--- src/rtl/muldiv_seq_unit.sv ---
// Iterative multiply/divide unit: shift-add multiplier and restoring divider producing HI/LO.
// Optional MTHI/MTLO write ports are enabled by defining MULDIV_SEQ_MTHILO_EN.
module muldiv_seq_unit #(
  parameter int unsigned WIDTH = 32
) (
  input  logic             clk,
  input  logic             rst_n,
  input  logic             start,
  input  logic             op_div,
  input  logic             is_unsigned,
  input  logic [WIDTH-1:0] a,
  input  logic [WIDTH-1:0] b,
`ifdef MULDIV_SEQ_MTHILO_EN
  input  logic             hi_wr,
  input  logic             lo_wr,
  input  logic [WIDTH-1:0] wdata,
`endif
  output logic             busy,
  output logic             done,
  output logic             div_zero,
  output logic [WIDTH-1:0] hi,
  output logic [WIDTH-1:0] lo
);

  localparam int unsigned CW = $clog2(WIDTH + 1);

  typedef enum logic [1:0] {IDLE, CALC, FIXUP} state_t;

  state_t           state, next_state;
  logic [CW-1:0]    count;
  logic             op_div_q, b_zero, sign_q, sign_r;
  logic [WIDTH-1:0] a_raw, opnd, acc_hi, acc_lo;

  logic [WIDTH-1:0]   a_mag, b_mag;
  logic [WIDTH:0]     mul_sum, div_shift;
  logic               div_ge;
  logic [WIDTH-1:0]   div_rem;
  logic [2*WIDTH-1:0] prod, prod_fix;
  logic [WIDTH-1:0]   quo_fix, rem_fix;

  always_ff @(posedge clk or negedge rst_n) begin
    if (!rst_n) state <= IDLE;
    else        state <= next_state;
  end

  always_comb begin
    next_state = state;
    case (state)
      IDLE:    if (start) next_state = CALC;
      CALC:    if (count == CW'(1)) next_state = FIXUP;
      FIXUP:   next_state = IDLE;
      default: next_state = IDLE;
    endcase
  end

  always_comb begin
    busy = (state != IDLE);
  end

  // acc_lo holds the multiplier (mul) or dividend/quotient (div); acc_hi the
  // product upper half or the remainder. opnd is multiplicand or divisor.
  always_comb begin
    a_mag     = (!is_unsigned && a[WIDTH-1]) ? -a : a;
    b_mag     = (!is_unsigned && b[WIDTH-1]) ? -b : b;
    mul_sum   = {1'b0, acc_hi} + (acc_lo[0] ? {1'b0, opnd} : '0);
    div_shift = {acc_hi, acc_lo[WIDTH-1]};
    div_ge    = (div_shift >= {1'b0, opnd});
    div_rem   = div_ge ? (div_shift[WIDTH-1:0] - opnd) : div_shift[WIDTH-1:0];
    prod      = {acc_hi, acc_lo};
    prod_fix  = sign_q ? -prod : prod;
    quo_fix   = sign_q ? -acc_lo : acc_lo;
    rem_fix   = sign_r ? -acc_hi : acc_hi;
  end

  always_ff @(posedge clk or negedge rst_n) begin
    if (!rst_n) begin
      count    <= '0;
      op_div_q <= 1'b0;
      b_zero   <= 1'b0;
      sign_q   <= 1'b0;
      sign_r   <= 1'b0;
      a_raw    <= '0;
      opnd     <= '0;
      acc_hi   <= '0;
      acc_lo   <= '0;
      hi       <= '0;
      lo       <= '0;
      done     <= 1'b0;
      div_zero <= 1'b0;
    end else begin
      done <= (state == FIXUP);
      case (state)
        IDLE: begin
          if (start) begin
            op_div_q <= op_div;
            a_raw    <= a;
            b_zero   <= (b == '0);
            sign_q   <= !is_unsigned && (a[WIDTH-1] ^ b[WIDTH-1]);
            sign_r   <= !is_unsigned && a[WIDTH-1];
            opnd     <= op_div ? b_mag : a_mag;
            acc_lo   <= op_div ? a_mag : b_mag;
            acc_hi   <= '0;
            count    <= CW'(WIDTH);
          end
`ifdef MULDIV_SEQ_MTHILO_EN
          if (hi_wr) hi <= wdata;
          if (lo_wr) lo <= wdata;
`endif
        end
        CALC: begin
          count <= count - 1'b1;
          if (op_div_q) begin
            acc_hi <= div_rem;
            acc_lo <= {acc_lo[WIDTH-2:0], div_ge};
          end else begin
            acc_hi <= mul_sum[WIDTH:1];
            acc_lo <= {mul_sum[0], acc_lo[WIDTH-1:1]};
          end
        end
        FIXUP: begin
          if (op_div_q) begin
            if (b_zero) begin
              hi       <= a_raw;
              lo       <= '1;
              div_zero <= 1'b1;
            end else begin
              hi       <= rem_fix;
              lo       <= quo_fix;
              div_zero <= 1'b0;
            end
          end else begin
            {hi, lo} <= prod_fix;
          end
        end
        default: ;
      endcase
    end
  end

endmodule

--- config.mk ---
export PLATFORM = sky130hd
export DESIGN_NAME = muldiv_seq_unit
export DESIGN_NICKNAME = d
export VERILOG_FILES = /design/src/rtl/muldiv_seq_unit.sv
export SDC_FILE = /design/constraint.sdc
export NUM_CORES = 1
export LEC_CHECK = 0
export CAP_MARGIN = 40
export CORE_AREA = 5 5 198 200
export CTS_CLUSTER_DIAMETER = 150
export DETAILED_ROUTE_END_ITERATION = 7
export DIE_AREA = 0 0 203 205
export HOLD_SLACK_MARGIN = 0.03
export SYNTH_ARGS = -nofsm -noshare
export SYNTH_HDL_FRONTEND = slang
export SYNTH_SLANG_ARGS = --single-unit
--- constraint.sdc ---
create_clock -name clk -period 8.42 [get_ports clk]
set_input_delay 1.684 -clock clk [delete_from_list [all_inputs] [get_ports clk]]
set_output_delay 1.684 -clock clk [all_outputs]
set_load 0.01 [all_outputs]
---- After elaboration in Yosys (flattened, before gate mapping) ----
Cells that the tools add are included.
word-level totals
  bits of input ports ..................... 69
  flip-flop bits (word level) ............. 206
  logic and storage cells ................. 66
cells by class
  add/subtract/negate cells ............... 8
  equal/unequal tests ..................... 5
  bitwise operators ....................... 1
  reduce and logical (&&, ||, !) cells .... 12
  mux-type cells .......................... 25
  magnitude comparators ................... 1
operators by type and width
  operator               count
  $mux W32               16
  $neg A32 Y32           4
  $pmux W32 S2           2
  $mux W64               1
  $neg A64 Y64           1
  $add A32 B32 Y33       1
  $ge A33 B32 Y1         1
  $logic_not A32 Y1      1
  $sub A32 B32 Y32       1
  $pmux W6 S2            1
  $reduce_and A2 Y1      4
  $eq A6 B1 Y1 const B   1
  $mux W6                1
  $sub A6 B1 Y6 const B  1
  $mux W2                2
  $ne A2 B2 Y1 const B   2
  $pmux W2 S2            1
  $reduce_bool A2 Y1     2
  $logic_and A1 B1 Y1    3
  $eq A2 B1 Y1 const B   1
  $eq A2 B2 Y1 const B   1
  $logic_not A2 Y1       1
  $logic_not A1 Y1       1
  $mux W1                1
  $xor A1 B1 Y1          1

---- Logic depth before layout (Yosys ltp) ----
  word-level depth ........................ 6
  gate-level depth with buffers ........... 15
  gate-level depth less buffers ........... 14

---- Worst setup path before layout ----
No wires, ideal clock.
  path type ............................... input to register
  start point ............................. input port a[1]
  end point ............................... register opnd[26]
  arrival time ............................ 4.207 ns
  data required time ...................... 8.295 ns
  setup time .............................. 0.125 ns
  path slack .............................. 4.088 ns
  cell stages on the path ................. 11
  cell sequence ........................... inv_1 ha_1 or4b_2 nor2b_1 and2_1 nor4bb_1 and3b_1 nor2_1 xnor2_1 o21ai_0 mux2_2
between the ends
  word-level cells in the longest chain between the ends .. 3
ends and longest elaborated chain
  item                  RTL line  text
  start, declared       11        input logic [WIDTH-1:0] a,
  $neg A32 Y32          63        a_mag = (!is_unsigned && a[WIDTH-1]) ? -a : a;
  $mux W32              63
  $mux W32              100       opnd <= op_div ? b_mag : a_mag;
  end signal, assigned  100
  end, declared         32        logic [WIDTH-1:0] a_raw, opnd, acc_hi, acc_lo;
No other way between the ends.
A chain may end at the register's enable or synchronous reset.

---- Worst setup path in the final report ----
  start point ............................. input port b[2]
  end point ............................... register acc_lo[29]
between the ends
  word-level cells in the longest chain between the ends .. 5
ends and longest elaborated chain
  item                  RTL line  text
  start, declared       12        input logic [WIDTH-1:0] b,
  $neg A32 Y32          64        b_mag = (!is_unsigned && b[WIDTH-1]) ? -b : b;
  $mux W32              64
  $mux W32              101       acc_lo <= op_div ? a_mag : b_mag;
  $mux W32              94        if (start) begin
  $pmux W32 S2          92        case (state)
  end signal, assigned  101
  end signal, assigned  114       acc_lo <= {acc_lo[WIDTH-2:0], div_ge};
  end signal, assigned  117       acc_lo <= {mul_sum[0], acc_lo[WIDTH-1:1]};
  end, declared         32
No other way between the ends. The select of a mux whose other input is x is not followed.

==> metrics.yaml <==
grt:
  grt_pass1_vias: 14700
  antenna_found_initial: 0
  grt_overflow: 0
  grt_use_total_pct: 27.2
  grt_max_degree: 96
  grt_pass1_wl_microns: 89000
clock_network:
  hold_buffers: 0
  cts_buffers: 26
  clk_latency_ps: 560
  post_cts_buffers: 0
  cts_tree: "done"
  clock_sinks: 206
  cts_resized: 0
  root_buffer: "clkbuf_16"
  htree_levels: 1
  clockBufferDepth: 3
  clk_pin_slew_worst_paths_ps: 60
drt:
  num_vias: 15900
  drt_first_iter_violations: 1261
  drt-pass1-iter-count: 5
  wl_microns: 58500
  drt-wirelength-per-cell_microns: 22.1
  drc_errors: 0
  ant_nets: 0
  viasPerCell: 5.99
sta:
  period_minus_slack_ps: 4950
  setup_tns_ps: 0
  slew_violations: 0
  max_freq_mhz: 202
  rsz0062_at_grt: "no"
  worst_pin_slew_ps: 902
  setup_viol: 0
  final-hold-violation-count: 0
  skew_ps: 12.5
  post-route-period-util_pct: 58.8
  slew_headroom_pct: 39.9
finish:
  final_cells: 2650
  nets: 2300
  diodes: 0
  syn_to_final_growth_pct: 15.7
  drive_above_1_share_pct: 5.06
setup_path:
  critPathLaunchType: "primary input"
  r2r-start: "acc_lo[0]"
  worstPathCellList: "clkdlybuf4s50_1, or4_1, nor3_1, nand2_1, nor3b_1, nand2_1, or4_1, o31ai_1, xnor2_1, o21ai_0, o21ai_0"
  crit_type: "in -> reg"
  cp_max_fo: 4
  slowest_stage: "nor3b_1"
  cp.required_ps: 8900
  path_buf_inv: 1
  r2r_cells: 14
  cpPeakStageDelay_ps: 770
  r2r-end: "acc_hi[31]"
  cp.arrival_ps: 5430
  r2r_slack_ps: 3680
  setup.worst_path.end_class: "flip-flop"
  crit_family: "simple AND/OR/NAND/NOR gates"
yosys:
  syn_inst: 2117
  syn_area_sq_um: 16600
  ys_ff_latch: 206
  synthArstFlopShare_pct: 100
  seq_area_frac_synth_pct: 31.1
  synth-main-ff-cell: "dfrtp_1"
  yosys_warnings: 0
  synth_enable_flop_cells: 0
  synth_cell_types: 80
  synthTopCellsByArea: "dfrtp_1 (31%), nand2_1 (6.9%), xnor2_1 (6.4%), o21ai_0 (6.0%), a21oi_1 (5.6%)"
  yosysTopAreaCell: "dfrtp_1"
  synth_fp_nets: 2258
  synth_area_per_cell_sq_um: 7.84
  synth_top_area_share_pct: 31.1
placed_design:
  dpl.hpwl_microns: 44500
  gp_congestion: 0.979
  numPortBuffers: 135
  dp.cells: 2605
power_and_ir_drop:
  vdd_drop_max_uv: 296
  p_per_area_nw_per_um2: 460
  p_leak_nw: 8.03
min_path:
  worstHoldStart: "hi[4]"
  min_to: "hi[4]"
  hold_class: "reg -> reg"
  min_path_cells: 2
floorplan:
  start_util_pct: 44.6
  die_area_sq_um: 41600
  dieHeight_microns: 205
  die_w_microns: 203
  row_count: 71
  coreArea_sq_um: 37200
  ios: 136
status:
  outcome: "finished clean"
run:
  max_cap_violations: 0
[metrics by stage]
stage,utilization [%],area [sq um],hold WS [ps],setup slack (ps),power [mW]
6_report,51.5,19200,476,3470,8.83
5_1_grt,51.5,19200,482,3160,9.51
4_1_cts,51.5,19200,478,3550,8.81
3_5_place_dp,49.1,18300,466,2980,7.58
3_3_place_gp,48.7,18100,459,3050,7.49
2_1_floorplan,-,16600,440,4090,5.86
[kinds of logic after synthesis]
family          synth area share (%)
simple gates                    18.4
compound gates                  23.8
buf+inv                         5.10
xor+xnor                        10.9
flops                           31.1
mux                             5.13
fa+ha+maj                       5.52
[state kept, by name, summed over array words and instances (netlist names), 2 cells and up]
| register | count |
|---|---|
| a_raw | 32 |
| acc_hi | 32 |
| acc_lo | 32 |
| hi | 32 |
| lo | 32 |
| opnd | 32 |
| count | 6 |
| state | 2 |
[power by group]
part | switching (mW) | internal [mW]
clock | 0.456 | 0.740
sequential | 0.709 | 1.45
combinational | 3.16 | 2.32
[worst min-delay path, delay by kind of cell, from the launching register on]
family	cells	cell delay [ps]
and+or+nand+nor	1	50
AOI/OAI and AO/OA	1	60
DFF	1	340
[metal layers]
layer	vias up	wire length (microns)	track usage (%)
li1	7557	-	-
met1	7692	26800	39.0
met2	536	26300	43.4
met3	86	3580	3.13
met4	0	1800	8.20
met5	-	0	0
[synth_stat cells (4+ instances only)]
master and count:
nand2_1 306, dfrtp_1 206, o21ai_0 199, nor2_1 190, a21oi_1 186, xnor2_1 122
clkbuf_1 119, xor2_1 85, mux2i_1 76, ha_1 70, inv_1 64, a211oi_1 47
a21o_1 42, o211ai_1 41, nand3_1 30, nor3_1 30, o31ai_1 19, a22oi_1 18
buf_1 16, nand2b_1 16, a31oi_1 15, nor4_1 15, o41ai_1 15, nand4_1 14
or4_1 13, nor2b_1 12, o21a_1 11, or3_1 11, buf_2 10, mux2_2 8
o21bai_1 8, or2_2 8, and2_1 7, a211o_1 5, and3_1 5, o21ai_1 5
o31a_1 4
[layout by cell type (no fill, tap or decap), drive strengths merged, types with 4 or more instances in the layout]
master	instances
inv	65
nand2	307
or4	15
clkinv	4
o31a	4
a21oi	186
o21bai	8
or2	10
nor2b	12
clkdlybuf4s50	133
mux2	8
o21a	11
nand4	14
o41ai	16
and2	7
mux2i	76
a21o	42
nand2b	16
buf	29
dfrtp	206
xor2	85
nor2	190
nor3	30
o31ai	20
a211oi	47
nand3	30
or3	12
and3	5
xnor2	122
a22oi	18
a31oi	15
clkbuf	40
o211ai	41
a211o	5
nor4	15
bufinv	4
o21ai	206
ha	70
[area by class of cell]
cell class | count | area, sq um
multi-input cells | 1695 | 10600
fillers | 3671 | 18000
well taps | 474 | 593
repair buffers | 163 | 1660
clock inverters | 6 | 141
flip-flops and latches | 206 | 5160
clock buffers | 39 | 759
inverters | 67 | 251
[worst max path at each step]
stage | startpoint | end | slack (ps) | cells after the start
after floorplan | a[1] | opnd[26] | 4090 | 11
after global placement | b[2] | opnd[29] | 3050 | 11
after detailed placement | b[2] | acc_lo[29] | 2980 | 11
after CTS | b[2] | acc_lo[29] | 3550 | 11
after global routing | b[2] | opnd[29] | 3160 | 11
final | b[2] | acc_lo[29] | 3470 | 11
No activity file was read; power rests on OpenSTA's default activity.
==> variant: new RTL, same settings <==
Set the parameter `WIDTH` to 16 (it was 32).
--- a/src/rtl/muldiv_seq_unit.sv
+++ b/src/rtl/muldiv_seq_unit.sv
@@ -1,7 +1,7 @@
 // Iterative multiply/divide unit: shift-add multiplier and restoring divider producing HI/LO.
 // Optional MTHI/MTLO write ports are enabled by defining MULDIV_SEQ_MTHILO_EN.
 module muldiv_seq_unit #(
-  parameter int unsigned WIDTH = 32
+  parameter int unsigned WIDTH = 16
 ) (
   input  logic             clk,
   input  logic             rst_n,
Ports: changed (resized a, b, hi and lo); port bits go from 136 to 72. The function was not compared with the original's and may differ.
==> variant against the unedited design <==
  * Register-to-register slack gained 1200 ps
  * Sequential cell count down 97
  * Power shrank 54%
  * Wire length shrank 56%
  * Hold slack better by 1.7 ps
  * Combinational power is 53% lower
  * Final area is 50% lower
  * Area after synthesis is 50% lower
  * Worst setup slack gained 1200 ps
  * Die area stayed put
  * Critical endpoint is now acc_lo[9]$_DFFE_PN0P_
  * Largest cell class unchanged
  * Highest routed layer unchanged
==> variant: results (changes against the unedited design) <==
| Metric | Value |
|---|---|
| H-Tree Depth | `3 (+2)` |
| Leakage power | `4.023 nW (-50%)` |
| Hold endpoint | `count[4]$_DFFE_PN0P_` |
| Largest net degree at the start of global routing | `58 (-40%)` |
| Syn nets | `1101 (-51%)` |
| Vias in the first global route | `6893 (-53%)` |
| Routability cong. | `0.8747 (-11%)` |
| Worst skew pair latency | `360 ps (-200 ps)` |
| Antenna violations before repair | `0 (unchanged)` |
| P_sw | `1.946 mW (-55%)` |
| Fraction of layout cells with a size suffix above 1 | `0.05352 (+0.002970)` |
| Status | `finished clean` |
| Fin. Hold Viols | `0 (unchanged)` |
| First-pass GRT wire length | `40.02 mm (-55%)` |
| Synth cell types | `69 (-14%)` |
| Sequential share of power | `0.266 (+0.022)` |
| Non-Filler Instances | `1539 (-42%)` |
| Met3 Use GR | `0.01472 (-0.01662)` |
| Most instantiated cells after synthesis | `nand2_1, dfrtp_1, nor2_1, o21ai_0, a21oi_1` |
| Clock Skews | `11.05 ps (-1.473 ps)` |
| Hold path depth | `1 (-1)` |
| Hold path startpoint | `count[4]$_DFFE_PN0P_` |
| M2 GR Usage | `0.1962 (-0.2373)` |
| Setup crit end | `acc_lo[9]$_DFFE_PN0P_` |
| Tot GR Track Use | `0.1206 (-0.1515)` |
| Post-Place Setup Slack | `4355 ps (+1379 ps)` |
| Worst slew pin tran | `768.8 ps (-133.1 ps)` |
| Post-DP Area | `9419 um2 (-48%)` |
| Max VDD drop | `0.1357 mV (-54%)` |
| Routed len/inst | `16.80 um (-24%)` |
| RR Startpoint | `acc_lo[0]$_DFFE_PN0P_` |
| Drt first pass iters | `5 (unchanged)` |
| Met1 WL | `12.35 mm (-54%)` |
| Crit path from | `b[0]` |
| Violation count after the first detailed-route iteration | `584 (-54%)` |
| Via-per-instance ratio | `4.865 (-19%)` |
| Fillers | `3997 (+8.9%)` |
| R2R depth | `11 (-3)` |
| HPWL after DPL | `19.90 mm (-55%)` |
| Worst EP arrival | `3970 ps (-1460 ps)` |
| Final period util | `0.4430 (-0.1447)` |
| Fin Hold WS | `477.9 ps (+1.676 ps)` |
| Max Root-Sink Buffers | `2 (-1)` |
| FF-to-FF setup slack | `4920 ps (+1240 ps)` |
| Register area | `2729 um2 (-47%)` |
| Met3 WL | `1.210 mm (-66%)` |
| Comb pwr share | `0.633 (+0.013)` |
| Port Buffers | `71 (-47%)` |
| Gate count after technology mapping | `1024 (-52%)` |
| Seq/Total Area, Yosys | `0.3312 (+0.02040)` |
| Met1 Usage GRT | `0.1724 (-0.2181)` |
| Top cells by area, synth | `dfrtp_1, nand2_1, o21ai_0` |
==> variant: cells by family after synthesis <==
group | share of synthesized area
buffers and inverters | 0.04770
AOI/OAI and AO/OA | 0.2221
muxes | 0.04314
DFF | 0.3312
xor gates and xnor gates | 0.09889
and+or+nand+nor | 0.1944
adders and majority gates | 0.06259
==> variant: layout make-up <==
| class | instances | share of cell area |
|---|---|---|
| clock buffers | 10 | 0.02365 |
| clock inverters | 4 | 0.003360 |
| inverters | 40 | 0.01551 |
| multi-input cells | 817 | 0.5288 |
| flip-flops and latches | 109 | 0.2819 |
| well taps | 474 | 0.06126 |
| repair buffers | 85 | 0.08556 |
==> variant: worst max-delay path, stage by stage <==
cell,delay (ps)
clkdlybuf4s50_1,490
or2_2,320
nor4_1,390
nand2b_1,150
o41ai_1,320
xor2_1,220
a211oi_1,100
a311o_1,290
